===== config.mk =====
export PLATFORM = sky130hd
export DESIGN_NAME = merge_loader
export DESIGN_NICKNAME = d
export VERILOG_FILES = /design/src/rtl/merge_loader_pkg.sv /design/src/rtl/merge_loader_packer.sv /design/src/rtl/merge_loader.sv
export SDC_FILE = /design/constraint.sdc
export NUM_CORES = 1
export LEC_CHECK = 0
export CORE_MARGIN = 2
export CORE_UTILIZATION = 44
export DETAILED_ROUTE_END_ITERATION = 7
export PLACE_DENSITY = 0.87
export SLEW_MARGIN = 20
export SYNTH_ARGS = -nofsm -noshare
export SYNTH_HDL_FRONTEND = slang
export SYNTH_SLANG_ARGS = --single-unit

===== constraint.sdc =====
create_clock -name clk -period 2 [get_ports clk]
set_input_delay 0.4 -clock clk [delete_from_list [all_inputs] [get_ports clk]]
set_output_delay 0.4 -clock clk [all_outputs]
set_load 0.05 [all_outputs]

===== src/rtl/merge_loader_pkg.sv =====
// Shared definitions for the merge stage load feeder.
//   state_t   : controller states, 3-bit encoding
//   cnt_width : element counter width, max(1, $clog2(n+1))
package merge_loader_pkg;

  typedef enum logic [2:0] {
    IDLE   = 3'd0,
    FILL_A = 3'd1,
    LOAD_A = 3'd2,
    FILL_B = 3'd3,
    LOAD_B = 3'd4,
    DONE   = 3'd5
  } state_t;

  function automatic int cnt_width(input int n);
    int w;
    w = $clog2(n + 1);
    return (w < 1) ? 1 : w;
  endfunction

endpackage


===== src/rtl/merge_loader_packer.sv =====
// Pack register for the two load halves. Each write places one element
// into slot (half*N + idx); every other slot keeps its value.
//   clk, rst : clock, synchronous active-high reset (clears the register)
//   half     : 0 = half A, 1 = half B
//   idx      : element index within the half
//   we       : write enable
//   data     : element to store
//   pack     : packed bus, half A in the low N*WIDTH bits
module elem_packer
  import merge_loader_pkg::*;
#(
  parameter int WIDTH = 3,
  parameter int N     = 2,
  parameter int CW    = 2
) (
  input  logic                   clk,
  input  logic                   rst,
  input  logic                   half,
  input  logic [CW-1:0]          idx,
  input  logic                   we,
  input  logic [WIDTH-1:0]       data,
  output logic [2*N*WIDTH-1:0]   pack
);

  int slot;

  always_comb begin
    slot = (half ? N : 0) + int'(idx);
  end

  always_ff @(posedge clk) begin
    if (rst) begin
      pack <= '0;
    end else if (we) begin
      for (int k = 0; k < 2 * N; k++) begin
        if (k == slot) pack[k*WIDTH +: WIDTH] <= data;
      end
    end
  end

endmodule


===== src/rtl/merge_loader.sv =====
// Writer-side feeder for the merge stage's two-half load register.
// Packs N serial elements into half A, strobes load[0], packs N more into
// half B, strobes load[1], then pulses done.
//
// Handshake: an element transfers in every cycle where in_valid and
// in_ready are both high at the rising edge. in_ready depends only on the
// registered state, never on in_valid; the source may hold or drop
// in_valid freely and the block does not require in_valid to stay high.
//
//   clk, rst  : clock, synchronous active-high reset
//   start     : begin one A+B fill (only sampled in IDLE)
//   in_valid  : element present on in_data
//   in_data   : element
//   in_ready  : element accepted this cycle when in_valid is high
//   load      : load[0] strobes half A, load[1] strobes half B
//   inba      : packed bus straight from the pack register
//   busy      : high outside IDLE
//   done      : one-cycle pulse after the half-B strobe
//   state_dbg : registered controller state
module merge_loader
  import merge_loader_pkg::*;
#(
  parameter int WIDTH = 3,
  parameter int N     = 2
) (
  input  logic                 clk,
  input  logic                 rst,
  input  logic                 start,
  input  logic                 in_valid,
  input  logic [WIDTH-1:0]     in_data,
  output logic                 in_ready,
  output logic [1:0]           load,
  output logic [2*N*WIDTH-1:0] inba,
  output logic                 busy,
  output logic                 done,
  output state_t               state_dbg
);

  localparam int CW = cnt_width(N);
  localparam logic [CW-1:0] LAST = CW'(N - 1);

  state_t        state, state_next;
  logic [CW-1:0] cnt;
  logic          accept;
  logic          last_elem;
  logic          half;

  assign accept    = in_valid && in_ready;
  assign last_elem = (cnt == LAST);
  assign state_dbg = state;

  always_ff @(posedge clk) begin
    if (rst) state <= IDLE;
    else     state <= state_next;
  end

  always_comb begin
    state_next = state;
    in_ready   = 1'b0;
    load       = 2'b00;
    busy       = 1'b1;
    done       = 1'b0;
    half       = 1'b0;
    case (state)
      IDLE: begin
        busy = 1'b0;
        if (start) state_next = FILL_A;
      end
      FILL_A: begin
        in_ready = 1'b1;
        if (accept && last_elem) state_next = LOAD_A;
      end
      LOAD_A: begin
        load       = 2'b01;
        state_next = FILL_B;
      end
      FILL_B: begin
        in_ready = 1'b1;
        half     = 1'b1;
        if (accept && last_elem) state_next = LOAD_B;
      end
      LOAD_B: begin
        load       = 2'b10;
        state_next = DONE;
      end
      DONE: begin
        done       = 1'b1;
        state_next = IDLE;
      end
      default: state_next = IDLE;
    endcase
  end

  // Cleared on entry to each fill; wraps back to 0 on the last element so
  // it never reaches N.
  always_ff @(posedge clk) begin
    if (rst) begin
      cnt <= '0;
    end else if (state == IDLE || state == LOAD_A) begin
      cnt <= '0;
    end else if (accept) begin
      cnt <= last_elem ? '0 : cnt + CW'(1);
    end
  end

  elem_packer #(.WIDTH(WIDTH), .N(N), .CW(CW)) u_packer (
    .clk  (clk),
    .rst  (rst),
    .half (half),
    .idx  (cnt),
    .we   (accept),
    .data (in_data),
    .pack (inba)
  );

endmodule


==> results.yml, run 1 <==
worst_hold_path:
  min_from: "u_packer.pack[1]"
  hold_class: "reg2reg"
  holdPathStages: 2
  min_to: "u_packer.pack[1]"
global_route:
  grt.total_usage_pct: 18.4
  grt_max_degree: 14
  grt-ovfl-total: 0
  grt_pass1_vias: 658
  antenna_found_initial: 0
  grt_first_pass_wirelength_um: 2860
detailed_routing:
  vias: 664
  wl_per_cell_um: 13.5
  wl_met1_um: 806
  wl_um: 1810
  drtPass1Iterations: 4
  ant_nets: 0
  vias_per_cell: 4.96
  met2_length_um: 943
  post-route-drc-count: 0
  met3RoutedLength_um: 28
  top_layer: "met4"
  drt_iter0_drc: 8
placement:
  dp_hpwl_um: 1410
  gp_congestion: 0.763
  dp_cells: 130
  portBuffers: 26
synth:
  syn_inst: 79
  synth_top_area_share_pct: 41.3
  syn-cell-area_sq_um: 825
  synth_area_leader_cell: "dfxtp_1"
  yosysWarnings: 0
  yosys-top-cells-area: "dfxtp_1 (41%), mux2i_1 (15%), nand2b_1 (11%)"
  syn-num-nets: 87
  yosys.cell_types.count: 27
  synth.avg_cell_area_sq_um: 10.4
  ys_seq_elements: 17
  ys_seq_area_share_pct: 41.3
layout:
  n_fill_cell: 147
  finalNonFillerCells: 134
  antenna_cells: 0
  synthToLayoutAreaGrowth_pct: 40.8
  nets: 118
  layout-drive-gt1-share_pct: 22.0
worst_setup_path:
  path_cells: "clkdlybuf4s50_1"
  crit_type: "reg2out"
  critical-path-max-stage-delay_ns: 0.81
  cp-startpoint: "u_packer.pack[9]"
  crit-reg2reg-launch: "state_dbg[2]"
  critPathTopFamily: "buffers and inverters"
  crit_buf_inv: 1
  cp.arrival_ns: 1.46
  r2r_cells: 6
  reg2reg_slack_ns: 0.18
  slowest_stage: "clkdlybuf4s50_1"
  path_depth: 1
  crit_path_start_kind: "flop"
  required_ns: 1.60
  cp_max_fo: 2
  crit_path_end_kind: "primary output"
  r2r_end: "u_packer.pack[10]"
sta:
  timing.fmax_mhz: 539
  hold_slack_ns: 0.484
  hold_viol: 0
  slew_viol_final: 0
  tightestPinTransition_ns: 0.503
  tns_ns: 0
  slew_headroom_pct: 66.4
  rsz0062_at_grt: "no"
  min_period_ns: 1.86
  setup_viol: 0
  fin_skew_ns: 0.00559
  post-route-period-util_pct: 92.8
power:
  power.leakage_nw: 0.500
  p_per_area_mw_per_mm2: 550
  total_power_w: 0.000639
  ir_drop_mv: 0.407
status:
  status: "finished clean"
floorplanning:
  die_w_um: 47.3
  coreArea_sq_mm: 0.00175
  rows: 15
  ios: 27
  die_h_um: 47.3
  die_area_sq_mm: 0.00224
  start_util_pct: 47.2
cts:
  cts_root_buf: "clkbuf_4"
  clk_latency_ns: 0.29
  path_clk_slew_ns: 0.10
  ctsResizeCount: 1
  cts_made_buffers: 3
  cts_tree: "built"
  cts_sinks: 17
  htree_levels: 1
  cts.hold.buffers_added: 0
  clock_path_buffers: 2
  post-cts-setup-buffers: 0
job:
  maxCapViolCount: 0
==> cell usage in the layout (no fill, tap or decap) <==
| cell type | n |
|---|---|
| clkdlybuf4s50_1 | 18 |
| nand2b_1 | 15 |
| dfxtp_1 | 15 |
| mux2i_1 | 12 |
| buf_4 | 10 |
| clkbuf_4 | 3 |
| nor3b_2 | 2 |
| and3b_1 | 2 |
| nor4b_4 | 2 |
| nand4b_1 | 2 |
| nand2_1 | 2 |
| nor3b_1 | 2 |
| a21oi_1 | 2 |
| nor2_1 | 2 |
| or3_1 | 1 |
| and2b_4 | 1 |
| and2_1 | 1 |
| inv_1 | 1 |
| nand2_2 | 1 |
| and2b_1 | 1 |
| nand3_2 | 1 |
| xor2_1 | 1 |
| nor3_1 | 1 |
| nor2b_1 | 1 |
| o21ai_0 | 1 |
| o21a_1 | 1 |
| o211a_1 | 1 |
| a31oi_1 | 1 |
| ha_1 | 1 |
| clkinv_2 | 1 |
| dlygate4sd2_1 | 1 |
| buf_12 | 1 |
| dfxtp_4 | 1 |
| dfxtp_2 | 1 |
==> cell type report <==
cell class / count / area [sq um] / area share [%]
Multi-Input combinational cell: 57 / 469 / 40.4
Clock inverter: 1 / 5.00 / 0.431
Timing Repair Buffer: 30 / 284 / 24.5
Inverter: 1 / 3.75 / 0.323
Sequential cell: 17 / 345 / 29.7
Tap cell: 25 / 31.3 / 2.69
Clock buffer: 3 / 22.5 / 1.94
==> metal layers <==
layer  track usage, %  vias up
li1                 -      333
met1             23.9      319
met2             30.0        8
met3             1.15        4
met4             10.6        0
met5                0        -
==> state kept, by name, summed over array words and instances (netlist names) <==
name / cells
u_packer.pack: 12
state_dbg: 3
cnt: 2
==> cells in the mapped netlist <==
| master | number |
|---|---|
| clkbuf_1 | 2 |
| nor3b_1 | 4 |
| mux2i_1 | 12 |
| nor3_1 | 1 |
| and2b_1 | 1 |
| and2b_2 | 1 |
| ha_1 | 1 |
| nand3_2 | 1 |
| and3b_1 | 2 |
| nor2b_1 | 1 |
| buf_4 | 2 |
| dfxtp_1 | 17 |
| nand2_1 | 2 |
| nand4b_1 | 2 |
| inv_1 | 1 |
| nor4b_4 | 2 |
| o21a_1 | 1 |
| o21ai_0 | 1 |
| or3_1 | 1 |
| xor2_1 | 1 |
| nand2_2 | 1 |
| a21oi_1 | 2 |
| o211a_1 | 1 |
| a31oi_1 | 1 |
| and2_1 | 1 |
| nor2_1 | 2 |
| nand2b_1 | 15 |
==> how the worst max path moves through the flow <==
stage | endpoint | slack (ns)
global route | inba[10] | 0.09
global placement | u_packer.pack[9] | 0.23
finish | inba[9] | 0.14
CTS | inba[9] | 0.14
detailed placement | u_packer.pack[10] | 0.12
floorplan | u_packer.pack[10] | 0.01
==> where the power goes <==
group / internal, W / switching, W
sequential: 0.000344 / 0.00000422
combinational: 0.0000451 / 0.0000615
clock: 0.0000744 / 0.000110
total: 0.000463 / 0.000176
==> metrics by stage <==
stage / utilization, % / cell area (sq um) / setup slack, ns
2_1_floorplan: - / 841 / 0.0120
3_3_place_gp: 65.0 / 1130 / 0.226
3_5_place_dp: 65.0 / 1130 / 0.118
4_1_cts: 66.5 / 1160 / 0.138
5_1_grt: 66.5 / 1160 / 0.0948
6_report: 66.5 / 1160 / 0.145
==> logic make-up (layout without fill, tap and decap cells) <==
| family | count (synthesis) | count (layout) | share of synthesized area, % |
|---|---|---|---|
| buffers and inverters | 5 | 35 | 3.19 |
| XOR/XNOR | 1 | 1 | 1.06 |
| flip-flops | 17 | 17 | 41.3 |
| multiplexers | 12 | 12 | 14.6 |
| AND/OR/NAND/NOR | 37 | 37 | 33.7 |
| AO/OA/AOI/OAI | 6 | 6 | 4.70 |
| adder cells (fa/ha/maj) | 1 | 1 | 1.52 |
Note: power is estimated with default switching activity, not from simulation.
==> run 2: changes to the inputs <==
--- a/config.mk
+++ b/config.mk
@@ -7,6 +7,7 @@
 export LEC_CHECK = 0
 export CORE_MARGIN = 2
 export CORE_UTILIZATION = 44
+export CTS_CLUSTER_DIAMETER = 200
 export DETAILED_ROUTE_END_ITERATION = 7
 export PLACE_DENSITY = 0.87
 export SLEW_MARGIN = 20
==> results of run 2 <==
No change in the layout: final DEF, timing and power equal those of run 1.
